[src/rtl/mistable_pix_pkg.sv]
// Shared types and helpers for the pixel stream packer.
// Holds the RGB565 pixel type and its conversion function, the bit positions
// of the SOF/EOL/EOF tags inside the 3-bit user field, and the packer states.
package mistable_pix_pkg;

   typedef logic [15:0] rgb565_t;

   localparam int USER_SOF = 0;
   localparam int USER_EOL = 1;
   localparam int USER_EOF = 2;

   typedef enum logic [1:0] {
      IDLE,
      RUN,
      DROP
   } pack_state_t;

   // Truncating RGB888 -> RGB565 conversion (keep the top bits of each channel)
   function automatic rgb565_t to_rgb565(input logic [7:0] r, input logic [7:0] g,
                                         input logic [7:0] b);
      return {r[7:3], g[7:2], b[7:3]};
   endfunction

endpackage

[src/rtl/pix_sync_fifo.sv]
// Synchronous FIFO with a combinational (first-word-fall-through) read port.
// Ports:
//   clk, rst          clock and synchronous active-high reset (empties the FIFO)
//   wr_en, wr_data    write request and data; ignored when full unless a pop
//                     happens in the same cycle
//   full              no free slot
//   rd_en             pop request; ignored when empty
//   rd_data           word at the head of the FIFO
//   empty             no word stored
module pix_sync_fifo #(
   parameter int WIDTH = 35,
   parameter int DEPTH = 16
) (
   input  logic             clk,
   input  logic             rst,
   input  logic             wr_en,
   input  logic [WIDTH-1:0] wr_data,
   output logic             full,
   input  logic             rd_en,
   output logic [WIDTH-1:0] rd_data,
   output logic             empty
);

   localparam int AW = $clog2(DEPTH);
   localparam logic [AW:0] PTR_ONE = 1;

   logic [WIDTH-1:0] mem [DEPTH];
   logic [AW:0]      wr_ptr;
   logic [AW:0]      rd_ptr;
   logic             do_push;
   logic             do_pop;

   // The extra pointer MSB tells a full FIFO apart from an empty one
   assign empty   = (wr_ptr == rd_ptr);
   assign full    = (wr_ptr[AW] != rd_ptr[AW]) && (wr_ptr[AW-1:0] == rd_ptr[AW-1:0]);
   assign do_pop  = rd_en && !empty;
   // When full, a same-cycle pop frees the very slot the write lands in
   assign do_push = wr_en && (!full || do_pop);
   assign rd_data = mem[rd_ptr[AW-1:0]];

   // Pointer update
   always_ff @(posedge clk) begin
      if (rst) begin
         wr_ptr <= '0;
         rd_ptr <= '0;
      end else begin
         if (do_push) wr_ptr <= wr_ptr + PTR_ONE;
         if (do_pop)  rd_ptr <= rd_ptr + PTR_ONE;
      end
   end

   // Storage array, deliberately not reset
   always_ff @(posedge clk) begin
      if (!rst && do_push) mem[wr_ptr[AW-1:0]] <= wr_data;
   end

endmodule

[src/rtl/pix_stream_packer.sv]
// Packs a raster pixel stream (one pixel per clk, no backpressure) into 32-bit
// words of two RGB565 pixels, tags them with SOF/EOL/EOF and buffers them in a
// FIFO presented as a valid/ready stream. On FIFO overflow the rest of the
// frame is dropped until the next (0,0) pixel.
// Ports:
//   clk, rst                 clock and synchronous active-high reset
//   pix_valid                pixel qualifier
//   pix_r, pix_g, pix_b      RGB888 colour
//   pix_x, pix_y             pixel column / row
//   out_valid, out_ready     word stream handshake
//   out_data                 {pixel x+1 RGB565, pixel x RGB565}, x even
//   out_user                 [0]=SOF, [1]=EOL, [2]=EOF
//   overflow                 sticky: a word was dropped on a full FIFO
//   proto_err                sticky: odd pixel arrived with no held even half
//   frame_count              frames whose EOF word entered the FIFO (wraps)
module pix_stream_packer
   import mistable_pix_pkg::*;
#(
   parameter int W     = 256,
   parameter int H     = 240,
   parameter int DEPTH = 16
) (
   input  logic        clk,
   input  logic        rst,
   input  logic        pix_valid,
   input  logic [7:0]  pix_r,
   input  logic [7:0]  pix_g,
   input  logic [7:0]  pix_b,
   input  logic [15:0] pix_x,
   input  logic [15:0] pix_y,
   output logic        out_valid,
   input  logic        out_ready,
   output logic [31:0] out_data,
   output logic [2:0]  out_user,
   output logic        overflow,
   output logic        proto_err,
   output logic [15:0] frame_count
);

   localparam logic [15:0] LAST_X = 16'(W - 1);
   localparam logic [15:0] LAST_Y = 16'(H - 1);

   pack_state_t state;
   logic        half_valid;
   logic        half_sof;
   rgb565_t     half_data;

   rgb565_t     pix_565;
   logic        is_origin;
   logic        take_pixel;
   logic        push_try;
   logic        pop;
   logic        push_ok;
   logic [2:0]  word_user;
   logic        fifo_full;
   logic        fifo_empty;
   logic [34:0] fifo_rd;

   assign pix_565   = to_rgb565(pix_r, pix_g, pix_b);
   assign is_origin = pix_valid && (pix_x == 16'd0) && (pix_y == 16'd0);
   // Outside RUN only the (0,0) pixel is taken; it is even, so it just gets held
   assign take_pixel = pix_valid && ((state == RUN) || is_origin);
   assign push_try   = take_pixel && pix_x[0] && half_valid;
   assign pop        = !fifo_empty && out_ready;
   assign push_ok    = !fifo_full || pop;

   // Tags come from the odd pixel; SOF remembers whether the held half was (0,0)
   always_comb begin
      word_user           = '0;
      word_user[USER_SOF] = half_sof;
      word_user[USER_EOL] = (pix_x == LAST_X);
      word_user[USER_EOF] = (pix_x == LAST_X) && (pix_y == LAST_Y);
   end

   // Packer FSM with held half-word, sticky flags and frame counter
   always_ff @(posedge clk) begin
      if (rst) begin
         state       <= IDLE;
         half_valid  <= 1'b0;
         half_sof    <= 1'b0;
         half_data   <= '0;
         overflow    <= 1'b0;
         proto_err   <= 1'b0;
         frame_count <= '0;
      end else if (take_pixel) begin
         if (!pix_x[0]) begin
            // Even pixel (including a (0,0) restart) replaces any held half
            half_data  <= pix_565;
            half_valid <= 1'b1;
            half_sof   <= is_origin;
            state      <= RUN;
         end else if (half_valid) begin
            half_valid <= 1'b0;
            if (push_ok) begin
               if (word_user[USER_EOF]) frame_count <= frame_count + 16'd1;
            end else begin
               overflow <= 1'b1;
               state    <= DROP;
            end
         end else begin
            proto_err <= 1'b1;
         end
      end
   end

   pix_sync_fifo #(
      .WIDTH (35),
      .DEPTH (DEPTH)
   ) u_fifo (
      .clk     (clk),
      .rst     (rst),
      .wr_en   (push_try),
      .wr_data ({word_user, pix_565, half_data}),
      .full    (fifo_full),
      .rd_en   (out_ready),
      .rd_data (fifo_rd),
      .empty   (fifo_empty)
   );

   assign out_valid = !fifo_empty;
   assign out_data  = fifo_rd[31:0];
   assign out_user  = fifo_rd[34:32];

endmodule

[config.mk]
export PLATFORM = sky130hd
export DESIGN_NAME = pix_stream_packer
export DESIGN_NICKNAME = d
export VERILOG_FILES = /design/src/rtl/mistable_pix_pkg.sv /design/src/rtl/pix_sync_fifo.sv /design/src/rtl/pix_stream_packer.sv
export SDC_FILE = /design/constraint.sdc
export NUM_CORES = 1
export LEC_CHECK = 0
export CORE_MARGIN = 5
export CORE_UTILIZATION = 60
export DETAILED_ROUTE_END_ITERATION = 6
export PLACE_DENSITY = 0.79
export SLEW_MARGIN = 20
export SYNTH_ARGS = -nofsm -noshare
export SYNTH_HDL_FRONTEND = slang
export SYNTH_SLANG_ARGS = --single-unit
[constraint.sdc]
create_clock -name clk -period 8.7 [get_ports clk]
set_clock_uncertainty 0.2 [all_clocks]
set_input_delay 1.305 -clock clk [delete_from_list [all_inputs] [get_ports clk]]
set_output_delay 1.305 -clock clk [all_outputs]
set_load 0.01 [all_outputs]
==> reports/metrics.csv <==
stage,metric,value,unit
outcome,status,finished clean,
finish,Final Cell Area,27300,µm²
finish,share of cells above drive strength 1,0.254,
finish,area of the multi-input gates,5660,µm²
placed_design,hpwl dp,27600,µm
clock_network,total CTS buffers,58,
pwr,maximum VDD drop,0.155,mV
sta,Finish-stage setup viols,0,
sta,Relative slew margins,0.307,
detailed_routing,routed length per instance,28.0,µm
detailed_routing,Via density,6.44,
yosys,Yosys top cell area share,0.711,
clock_network,clk_lat worst skew,0.60,ns
detailed_routing,Detailed Route WL,50500,µm
yosys,Yosys warnings,0,
global_route,largest net degree at the start of global routing,113,
yosys,mapped cell area,23700,µm²
global_route,initial antenna violation count,0,
global_route,global-route wire length before repair,77100,µm
sta,setup tns final,0,ns
pwr,Power Dens Cells,208,nW/µm²
clock_network,Sink Count,612,
setup_path,CP max-delay cell,dfxtp_4,
yosys,largest cells by area after synthesis,"edfxtp_1, mux4_2, dfxtp_1",
floorplan,IO Pins,114,
detailed_routing,DR vias,11620,
floorplan,Starting Density,0.610,
detailed_routing,iteration-0 DRC count of the detailed router,1172,
sta,Worst Max-Slew Pin Slew,1.04,ns
yosys,Yosys reg bits,612,
clock_network,CTS tree,yes,
detailed_routing,# DRC,0,
finish,fillers,2255,
setup_path,CP max stage delay,0.74,ns
floorplan,die span in y,209,µm
floorplan,row count,72,
sta,fmax,185,MHz
setup_path,R2R Setup Slk,4.72,ns
job,max-cap violation count,0,
yosys,Yosys top cell by area,edfxtp_1,
setup_path,crit-path cells,buf_12 > mux4_2 > mux4_2 > clkdlybuf4s50_1,
clock_network,Bufs on Longest Clock Path,3,
setup_path,Critical Path RT,7.19,ns
sta,setup repair after global routing missed its margin,false,
finish,Sequential Area,17900,µm²
finish,# nets final,1304,
sta,Period minus WS final,5.41,ns
detailed_routing,Detail Route Antenna Nets,0,
placed_design,routability congestion estimate,0.775,
yosys,Synth Net Count,1174,
clock_network,Post-CTS Setup Bufs,0,
placed_design,I/O Buffers,105,
sta,"Hold Vio Cnt, Final",0,
setup_path,Critical Path AT,3.90,ns
finish,antenna fix cells,0,
clock_network,Clock transition at path regs,0.06,ns
floorplan,die width,209,µm
finish,Area Growth Syn to Fin,15.4,%
clock_network,clock root cell,clkbuf_16,
clock_network,H-Tree Depth,2,
worst_hold_path,HP Class,reg2reg,
yosys,sequential fraction of the synthesis area,0.754,
sta,crit share post-route,0.622,
global_route,GRT Util Overall,0.236,
placed_design,Area after DPL,25500,µm²
global_route,vias in the first global route,12243,
clock_network,CTS Hold Bufs,0,
detailed_routing,router iterations before antenna repair,5,
setup_path,crit path launch type,flip-flop,
floorplan,die area,43500,µm²
setup_path,CP Max Fanout,112,
setup_path,Worst Setup End Kind,output port,
setup_path,CP dominant cell by count,mux4_2,
setup_path,Crit Path Category,reg2out,
global_route,global route overflow,0,
yosys,Syn Area/Cell,21.4,µm²
floorplan,Core Region,38800,µm²
sta,max-slew violation count,0,
clock_network,cts repair resizes,0,
yosys,library cells used by synthesis,44,
yosys,Post-Synthesis Cells,1108,
pwr,LEAKAGE,8.76,nW
## worst max-delay path: cells and delay by family, from the launching register on
family / cells / cell delay (ns)
buffers and inverters: 2 / 1.18
multiplexers: 2 / 1.18
flip-flops: 1 / 0.74
## per-layer routing
metal | GRT usage | part of all wire | vias up
met5 | 0 | 0 | -
met4 | 0.0506 | 0.016 | 0
li1 | - | - | 4913
met2 | 0.406 | 0.53 | 560
met3 | 0.0465 | 0.076 | 60
met1 | 0.322 | 0.38 | 6087
## kinds of logic after synthesis
group | count (synthesis) | synth area share
buffers and inverters | 71 | 0.0115
multiplexers | 189 | 0.173
adder cells (fa/ha/maj) | 6 | 0.00317
XOR/XNOR | 9 | 0.00333
AND/OR/NAND/NOR | 158 | 0.0392
AO/OA/AOI/OAI | 63 | 0.0152
flip-flops | 612 | 0.754
## metrics by stage
stage          setup slack (ns)   util  hold slack (ns)  cells  total power [mW]
2_1_floorplan              1.99      -            0.243   1108              3.25
3_3_place_gp               2.56  0.656            0.258   1696              3.30
3_5_place_dp               2.52  0.656            0.269   1696              3.30
4_1_cts                    3.16  0.704            0.283   1804              5.72
5_1_grt                    3.00  0.704            0.301   1804              5.86
6_report                   3.29  0.704            0.279   1804              5.68
## Yosys cell counts, drive strengths merged
master,instances
a41oi,1
mux2,12
nor2,42
or2,2
and3,2
clkbuf,40
mux4,175
dfxtp,52
nor2b,11
inv,7
o211ai,2
nand2b,10
nor4,19
nor4b,4
nand4,13
buf,24
a31oi,2
nand3,12
ha,6
and4,1
xnor2,4
edfxtp,560
o21ai,21
nor3,5
o31a,1
a21oi,26
nand2,5
o41ai,1
or4b,2
or4,8
nand3b,17
and2,2
xor2,5
or3,3
mux2i,2
o2111ai,2
o31ai,7
## path summary, 6_finish.rpt
| kind | startpoint | cells past startpoint | end |
|---|---|---|---|
| setup / recovery | flip-flop | 4 | out_data[6] |
| hold / removal | state[0]$_SDFFE_PP0P_ | 2 | state[0]$_SDFFE_PP0P_ |
| setup reg to reg | u_fifo.wr_ptr[2]$_SDFFE_PP0P_ | 6 | u_fifo.mem[6][8]$_DFFE_PP_ |
| hold reg to reg | state[0]$_SDFFE_PP0P_ | 2 | state[0]$_SDFFE_PP0P_ |
## registers in the layout, indices dropped and copies added (netlist names), named ones only
register	flops
proto_err	1
overflow	1
u_fifo.wr_ptr	5
u_fifo.mem	560
half_data	16
state	2
frame_count	16
half_valid	1
half_sof	1
u_fifo.rd_ptr	5
## power by group
| part | switching (mW) | internal (mW) |
|---|---|---|
| sequential | 0.000000176 | 3.18 |
| combinational | 0.0332 | 0.0232 |
| clock | 1.04 | 1.40 |
## layout by cell type, fill, tap and decap left out, drive strengths merged, types with 13 or more instances in the layout
cell type	count
clkbuf	71
nor4	19
edfxtp	560
nor2	42
clkinv	29
nand3b	17
clkdlybuf4s50	103
buf	31
a21oi	26
o21ai	21
dfxtp	52
mux4	175
nand4	13
## layout make-up
cell class / count / share of cell area
Clock inverter: 37 / 0.0111
Tap cell: 518 / 0.0237
Clock buffer: 71 / 0.0564
Multi-Input combinational cell: 425 / 0.207
Inverter: 7 / 0.000962
Timing Repair Buffer: 134 / 0.0465
Sequential cell: 612 / 0.654
No activity file was read; power rests on OpenSTA's default activity.
